## config.mk

```make
export PLATFORM = sky130hd
export DESIGN_NAME = rs_issue_scheduler
export DESIGN_NICKNAME = d
export VERILOG_FILES = /design/src/rtl/rs_pkg.sv /design/src/rtl/rs_oldest_ready_select.sv /design/src/rtl/rs_issue_scheduler.sv
export SDC_FILE = /design/constraint.sdc
export NUM_CORES = 2
export LEC_CHECK = 0
export BUFFER_PORTS_ARGS = -buffer_cell sky130_fd_sc_hd__buf_4
export CORE_MARGIN = 3
export CORE_UTILIZATION = 55
export CTS_CLUSTER_SIZE = 8
export DETAILED_ROUTE_END_ITERATION = 16
export PLACE_DENSITY = 0.84
export SLEW_MARGIN = 20
export SYNTH_ARGS = -nofsm -noshare
export SYNTH_HDL_FRONTEND = slang
export SYNTH_HIERARCHICAL = 1
export SYNTH_SLANG_ARGS = --single-unit
```

## constraint.sdc

```tcl
create_clock -name clk -period 19.3 [get_ports clk]
set_clock_uncertainty 0.2 [all_clocks]
set_input_delay 2.895 -clock clk [delete_from_list [all_inputs] [get_ports clk]]
set_output_delay 2.895 -clock clk [all_outputs]
set_load 0.02 [all_outputs]
```

## src/rtl/rs_pkg.sv

```systemverilog
// Shared types and helpers for the reservation-station issue scheduler.
// Latency: n/a (types and pure functions only).
// Backpressure: n/a.
package rs_pkg;

    localparam int DATA_W  = 32;
    localparam int TAG_W   = 3;
    localparam int OPC_W   = 5;
    localparam int NUM_OPS = 3;

    typedef struct packed {
        logic [DATA_W-1:0] val;
        logic [TAG_W-1:0]  tag;
        logic              rdy;
    } rs_operand_t;

    typedef struct packed {
        logic                            valid;
        logic [OPC_W-1:0]                opcode;
        logic [TAG_W-1:0]                dest_tag;
        rs_operand_t [NUM_OPS-1:0]       op;
    } rs_entry_t;

    // True when a still-waiting operand is satisfied by the current broadcast.
    function automatic logic operand_hit(
        input logic             rdy,
        input logic [TAG_W-1:0] tag,
        input logic             cdb_valid,
        input logic [TAG_W-1:0] cdb_tag
    );
        return !rdy && cdb_valid && (tag == cdb_tag);
    endfunction

    // Returns the operand after capturing a matching broadcast, if any.
    function automatic rs_operand_t operand_wakeup(
        input rs_operand_t       op,
        input logic              cdb_valid,
        input logic [TAG_W-1:0]  cdb_tag,
        input logic [DATA_W-1:0] cdb_data
    );
        rs_operand_t r;
        r = op;
        if (operand_hit(op.rdy, op.tag, cdb_valid, cdb_tag)) begin
            r.rdy = 1'b1;
            r.val = cdb_data;
        end
        return r;
    endfunction

endpackage

```

## src/rtl/rs_oldest_ready_select.sv

```systemverilog
// Picks the lowest-index (oldest) set bit of an eligibility vector.
// Latency: purely combinational.
// Backpressure: none; the caller decides whether the grant is consumed.
module rs_oldest_ready_select #(
    parameter int N = 4
) (
    input  logic [N-1:0]         elig,
    output logic [N-1:0]         grant,
    output logic [$clog2(N)-1:0] idx,
    output logic                 any
);

    localparam int IDX_W = $clog2(N);

    // Isolate the lowest set bit and encode its position.
    always_comb begin
        grant = elig & (~elig + N'(1));
        any   = |elig;
        idx   = '0;
        for (int i = N - 1; i >= 0; i--) begin
            if (elig[i]) begin
                idx = IDX_W'(i);
            end
        end
    end

endmodule

```

## src/rtl/rs_issue_scheduler.sv

```systemverilog
// Age-ordered reservation station: captures CDB results, issues oldest ready entry.
// Latency: dispatch-to-issue 1 cycle when ready; wakeup-to-issue 1 cycle (0 with RS_WAKEUP_ISSUE_EN).
// Backpressure: disp_ready drops at DEPTH entries; issue holds valid until issue_ready.
module rs_issue_scheduler
    import rs_pkg::*;
#(
    parameter int DEPTH = 4
) (
    input  logic                         clk,
    input  logic                         rst,
    input  logic                         flush,
    input  logic                         disp_valid,
    output logic                         disp_ready,
    input  logic [OPC_W-1:0]             disp_opcode,
    input  logic [TAG_W-1:0]             disp_dest_tag,
    input  logic [DATA_W-1:0]            disp_op1_val,
    input  logic [TAG_W-1:0]             disp_op1_tag,
    input  logic                         disp_op1_ready,
    input  logic [DATA_W-1:0]            disp_op2_val,
    input  logic [TAG_W-1:0]             disp_op2_tag,
    input  logic                         disp_op2_ready,
    input  logic [DATA_W-1:0]            disp_op3_val,
    input  logic [TAG_W-1:0]             disp_op3_tag,
    input  logic                         disp_op3_ready,
    input  logic                         cdb_valid,
    input  logic [TAG_W-1:0]             cdb_tag,
    input  logic [DATA_W-1:0]            cdb_data,
    output logic                         issue_valid,
    input  logic                         issue_ready,
    output logic [OPC_W-1:0]             issue_opcode,
    output logic [TAG_W-1:0]             issue_dest_tag,
    output logic [DATA_W-1:0]            issue_op1_val,
    output logic [DATA_W-1:0]            issue_op2_val,
    output logic [DATA_W-1:0]            issue_op3_val,
    output logic [$clog2(DEPTH+1)-1:0]   rs_count
);

    localparam int CNT_W = $clog2(DEPTH + 1);
    localparam int IDX_W = $clog2(DEPTH);

    rs_entry_t                          slot_q  [DEPTH];
    rs_entry_t                          slot_d  [DEPTH];
    rs_entry_t                          shifted [DEPTH];
    rs_entry_t                          disp_entry;
    logic [CNT_W-1:0]                   count_q;
    logic [CNT_W-1:0]                   count_d;
    logic [CNT_W-1:0]                   wr_slot;
    logic [DEPTH-1:0]                   elig;
    logic [DEPTH-1:0]                   grant;
    logic [IDX_W-1:0]                   sel_idx;
    logic                               any_elig;
    logic                               issue_fire;
    logic                               disp_fire;
    logic [NUM_OPS-1:0][DATA_W-1:0]     sel_val;

    assign disp_ready = (count_q < CNT_W'(DEPTH));
    assign rs_count   = count_q;
    assign issue_valid = any_elig;

    // Flush wins over both handshakes; a full RS never takes a dispatch even if it issues.
    assign issue_fire = any_elig && issue_ready && !flush;
    assign disp_fire  = disp_valid && disp_ready && !flush;
    assign wr_slot    = count_q - CNT_W'(issue_fire);

    // An entry is eligible once all three operands are available.
    always_comb begin
        for (int i = 0; i < DEPTH; i++) begin
            elig[i] = slot_q[i].valid;
            for (int n = 0; n < NUM_OPS; n++) begin
`ifdef RS_WAKEUP_ISSUE_EN
                elig[i] = elig[i] & (slot_q[i].op[n].rdy |
                          operand_hit(slot_q[i].op[n].rdy, slot_q[i].op[n].tag, cdb_valid, cdb_tag));
`else
                elig[i] = elig[i] & slot_q[i].op[n].rdy;
`endif
            end
        end
    end

    rs_oldest_ready_select #(
        .N (DEPTH)
    ) u_select (
        .elig  (elig),
        .grant (grant),
        .idx   (sel_idx),
        .any   (any_elig)
    );

    // Drive the issue port from the granted slot; zeros when nothing is eligible.
    always_comb begin
        issue_opcode   = '0;
        issue_dest_tag = '0;
        sel_val        = '0;
        for (int i = 0; i < DEPTH; i++) begin
            if (grant[i]) begin
                issue_opcode   = slot_q[i].opcode;
                issue_dest_tag = slot_q[i].dest_tag;
                for (int n = 0; n < NUM_OPS; n++) begin
`ifdef RS_WAKEUP_ISSUE_EN
                    sel_val[n] = operand_hit(slot_q[i].op[n].rdy, slot_q[i].op[n].tag, cdb_valid, cdb_tag)
                                 ? cdb_data : slot_q[i].op[n].val;
`else
                    sel_val[n] = slot_q[i].op[n].val;
`endif
                end
            end
        end
    end

    assign issue_op1_val = sel_val[0];
    assign issue_op2_val = sel_val[1];
    assign issue_op3_val = sel_val[2];

    // Assemble the incoming entry; broadcast capture happens with the rest of the slots.
    always_comb begin
        disp_entry.valid    = 1'b1;
        disp_entry.opcode   = disp_opcode;
        disp_entry.dest_tag = disp_dest_tag;
        disp_entry.op[0]    = '{val: disp_op1_val, tag: disp_op1_tag, rdy: disp_op1_ready};
        disp_entry.op[1]    = '{val: disp_op2_val, tag: disp_op2_tag, rdy: disp_op2_ready};
        disp_entry.op[2]    = '{val: disp_op3_val, tag: disp_op3_tag, rdy: disp_op3_ready};
    end

    // Each slot's view of its upper neighbour, used when an older entry leaves.
    always_comb begin
        for (int i = 0; i < DEPTH - 1; i++) begin
            shifted[i] = slot_q[i + 1];
        end
        shifted[DEPTH-1] = '0;
    end

    // Next slot contents: compact around the issued entry, append dispatch, then wake up.
    always_comb begin
        for (int i = 0; i < DEPTH; i++) begin
            slot_d[i] = slot_q[i];
            if (issue_fire && (i >= int'(sel_idx))) begin
                slot_d[i] = shifted[i];
            end
            if (disp_fire && (CNT_W'(i) == wr_slot)) begin
                slot_d[i] = disp_entry;
            end
            if (slot_d[i].valid) begin
                for (int n = 0; n < NUM_OPS; n++) begin
                    slot_d[i].op[n] = operand_wakeup(slot_d[i].op[n], cdb_valid, cdb_tag, cdb_data);
                end
            end
            if (flush) begin
                slot_d[i] = '0;
            end
        end
    end

    // Occupancy follows the accepted handshakes.
    always_comb begin
        count_d = count_q + CNT_W'(disp_fire) - CNT_W'(issue_fire);
        if (flush) begin
            count_d = '0;
        end
    end

    // State registers.
    always_ff @(posedge clk or posedge rst) begin
        if (rst) begin
            count_q <= '0;
            for (int i = 0; i < DEPTH; i++) begin
                slot_q[i] <= '0;
            end
        end else begin
            count_q <= count_d;
            for (int i = 0; i < DEPTH; i++) begin
                slot_q[i] <= slot_d[i];
            end
        end
    end

endmodule

```

==> flow_metrics.env <==
export IMPL_final_cell_mix="nand2_1, dfrtp_1, nor2_1"
export IMPL_synth_area_leaders="dfrtp_1, mux2i_1, a311o_1, nand2_1, nor2_1"
export IMPL_rsz0062_at_grt="no"
export IMPL_clk_pin_slew_ns=0.05
export IMPL_hp_class="register to register"
export IMPL_synthXorXnorAreaFrac=0.0108
export IMPL_grt_pass1_wl_mm=170
export IMPL_start_util=0.563
export IMPL_route_detailed_drc=0
export IMPL_ys_types=47
export IMPL_leakage_nw=15.9
export IMPL_port_buffers=265
export IMPL_routed_wl_mm=112
export IMPL_outcome="completed"
export IMPL_cts_root_buf="clkbuf_16"
export IMPL_crit_top_cell="buf_4"
export IMPL_maxSlewViolCount=0
export IMPL_clk_latency_ns=0.59
export IMPL_grt_overflow=0
export IMPL_synthMuxAreaShare=0.136
export IMPL_layout_drive_gt1_share=0.116
export IMPL_syn_num_nets=3867
export IMPL_start_kind="input pin"
export IMPL_maxCapViolCount=0
export IMPL_coreArea_um2=54600
export IMPL_hold_slack_ns=0.329
export IMPL_cts_buffer_depth=3
export IMPL_drt_iter0_markers=4555
export IMPL_cts_resized=0
export IMPL_ctsHoldBuffers=0
export IMPL_tns_ns=0
export IMPL_finalSetupViolations=0
export IMPL_cp_endpoint="shifted[299]"
export IMPL_slowest_stage="or2_4"
export IMPL_drtPass1Iterations=8
export IMPL_pwr_density_cell_nw_per_um2=69.5
export IMPL_hold_violations=0
export IMPL_max_slew_margin=0.129
export IMPL_cp_cell_sequence="buf_8 -> nand3b_1 -> buf_4 -> inv_1 -> ha_1 -> ha_1 -> nand2b_1 -> or2_4 -> buf_4 -> a31oi_1 -> xnor2_1 -> nand4_1 -> buf_4 -> mux2i_1"
export IMPL_grt_max_degree=167
export IMPL_dieWidth_um=242
export IMPL_final_net_count=3851
export IMPL_syn_inst=3705
export IMPL_ff2ff_path_depth=15
export IMPL_end_kind="register"
export IMPL_htree_levels=3
export IMPL_ioPinCount=266
export IMPL_rows=85
export IMPL_multi_input_area_um2=17400
export IMPL_worstMarginPinSlew_ns=1.31
export IMPL_dp_cells=4357
export IMPL_regToRegSetupSlack_ns=12.00
export IMPL_gp_congestion=0.950
export IMPL_grt_antenna_before_repair=5
export IMPL_crit_path_max_fanout=145
export IMPL_die_area_um2=58700
export IMPL_cts_num_sinks=471
export IMPL_synth_edff_count=0
export IMPL_worst_setup_path_type="input pin to register"
export IMPL_synth_adder_area_share=0.00228
export IMPL_layout_min_cycle_time_ns=8.77
export IMPL_ir_drop_uv=58.3
export IMPL_ant_nets=0
export IMPL_yosysWarnings=6
export IMPL_period_share=0.455
export IMPL_grt_pass1_vias=29300
export IMPL_timing_rr_start="slot_q[387]"
export IMPL_nFillCells=4437
export IMPL_final_cells=4434
export IMPL_synth_compound_area_frac=0.219
export IMPL_regArea_um2=11800
export IMPL_arrival_ns=9.05
export IMPL_timing_fmax_ghz=0.114
export IMPL_final_common_cell="nand2_1"
export IMPL_numCtsBuffers=68
export IMPL_crit_path_max_incr_delay_ns=0.90
export IMPL_cp_required_ns=19.57
export IMPL_synth_top_flop_cell="dfrtp_1"
export IMPL_r2r_end="shifted[299]"
export IMPL_syn_to_final_growth_pct=12.0
export IMPL_post_cts_buffers=0
export IMPL_dpl_hpwl_mm=64.3
export IMPL_syn_area_um2=30700
export IMPL_synth_simple_area_share=0.194
export IMPL_track_usage=0.365
export IMPL_vias_per_cell=6.89
export IMPL_synth_seq_cells=471
export IMPL_die_h_um=242
export IMPL_cts_tree="done"
export IMPL_yosys_area_top_type="dfrtp_1"
export IMPL_via_count=30500
export IMPL_wl_per_cell_um=25.2
export IMPL_synth_top_family_by_area="compound AO/OA/AOI/OAI gates"
export IMPL_yosys_area_top_type_share=0.384
export IMPL_startpoint="flush"
export IMPL_seq_area_frac_synth=0.384
export IMPL_async_reset_ff_frac=1.00
export IMPL_syn_area_per_cell_um2=8.29
metal layers:
metal | wire (um) | track usage | vias up
li1 | - | - | 13100
met1 | 40200 | 0.455 | 14600
met2 | 48700 | 0.544 | 2298
met3 | 14100 | 0.0991 | 532
met4 | 8650 | 0.274 | 4
met5 | 21 | 0 | -
per-stage QoR:
| stage | worst slack (ns) | area [um2] | util | total power, W |
|---|---|---|---|---|
| finish | 10.53 | 34400 | 0.630 | 0.00239 |
| global route | 10.20 | 34400 | 0.630 | 0.00245 |
| CTS | 10.60 | 34300 | 0.629 | 0.00238 |
| detailed placement | 10.01 | 32600 | 0.597 | 0.00132 |
| global placement | 10.10 | 32500 | 0.597 | 0.00131 |
| floorplan | 3.07 | 30700 | - | 0.00122 |
registers in the layout, summed over array words and instances, names as in the netlist:
signal    cells
rs_count      3
shifted     351
slot_q      117
worst max-delay path: cells and delay by family:
kind / cells / cell delay (ns)
simple gates: 4 / 1.75
buf+inv: 5 / 2.79
compound gates: 1 / 0.22
fa+ha+maj: 2 / 0.78
mux: 1 / 0.30
xor+xnor: 1 / 0.20
kinds of logic after synthesis:
family                     Yosys count
adders and majority gates            5
xor gates and xnor gates            38
and+or+nand+nor                   1437
AOI/OAI and AO/OA                  930
muxes                              411
buffers and inverters              413
DFF                                471
worst min path at each step:
stage / from / endpoint / depth (start not counted)
after global placement: shifted[231] / shifted[231] / 1
final: shifted[231] / shifted[231] / 1
after global routing: shifted[225] / shifted[225] / 1
after floorplan: shifted[231] / shifted[231] / 1
after CTS: shifted[225] / shifted[225] / 1
after detailed placement: shifted[231] / shifted[231] / 1
cell usage after synthesis (all sizes together), types with 2 or more instances:
cell and number:
nor4b 2, ha 4, a41oi 5, a22o 8, nand2 724, buf 68
nand4 8, and3 3, mux2 9, and2 10, or4 4, nor3 29
a31oi 25, inv 10, a21boi 2, nor2b 21, and4 5, o21ai 254
a22oi 103, clkbuf 335, dfrtp 471, a21o 99, xor2 9, xnor2 29
nand2b 34, nor2 435, a311o 288, o311a 3, nand3 125, a21oi 139
mux2i 402, nor3b 31, o31ai 2
final cells by class:
cell class              instances  area share
multi-input cells            2821       0.506
flip-flops and latches        471       0.343
repair buffers                317      0.0704
clock buffers                  72      0.0518
well taps                     739      0.0269
inverters                      10     0.00131
clock inverters                 1    0.000255
diodes                          3    0.000218
power by group:
| group | internal (W) | switching [W] | leakage [nW] |
|---|---|---|---|
| registers | 0.00103 | 0.0000246 | 6.50 |
| clock network | 0.000642 | 0.000431 | 0.881 |
| logic | 0.0000931 | 0.000169 | 8.49 |
| total | 0.00176 | 0.000625 | 15.9 |
(Power assumes the default switching activity.)
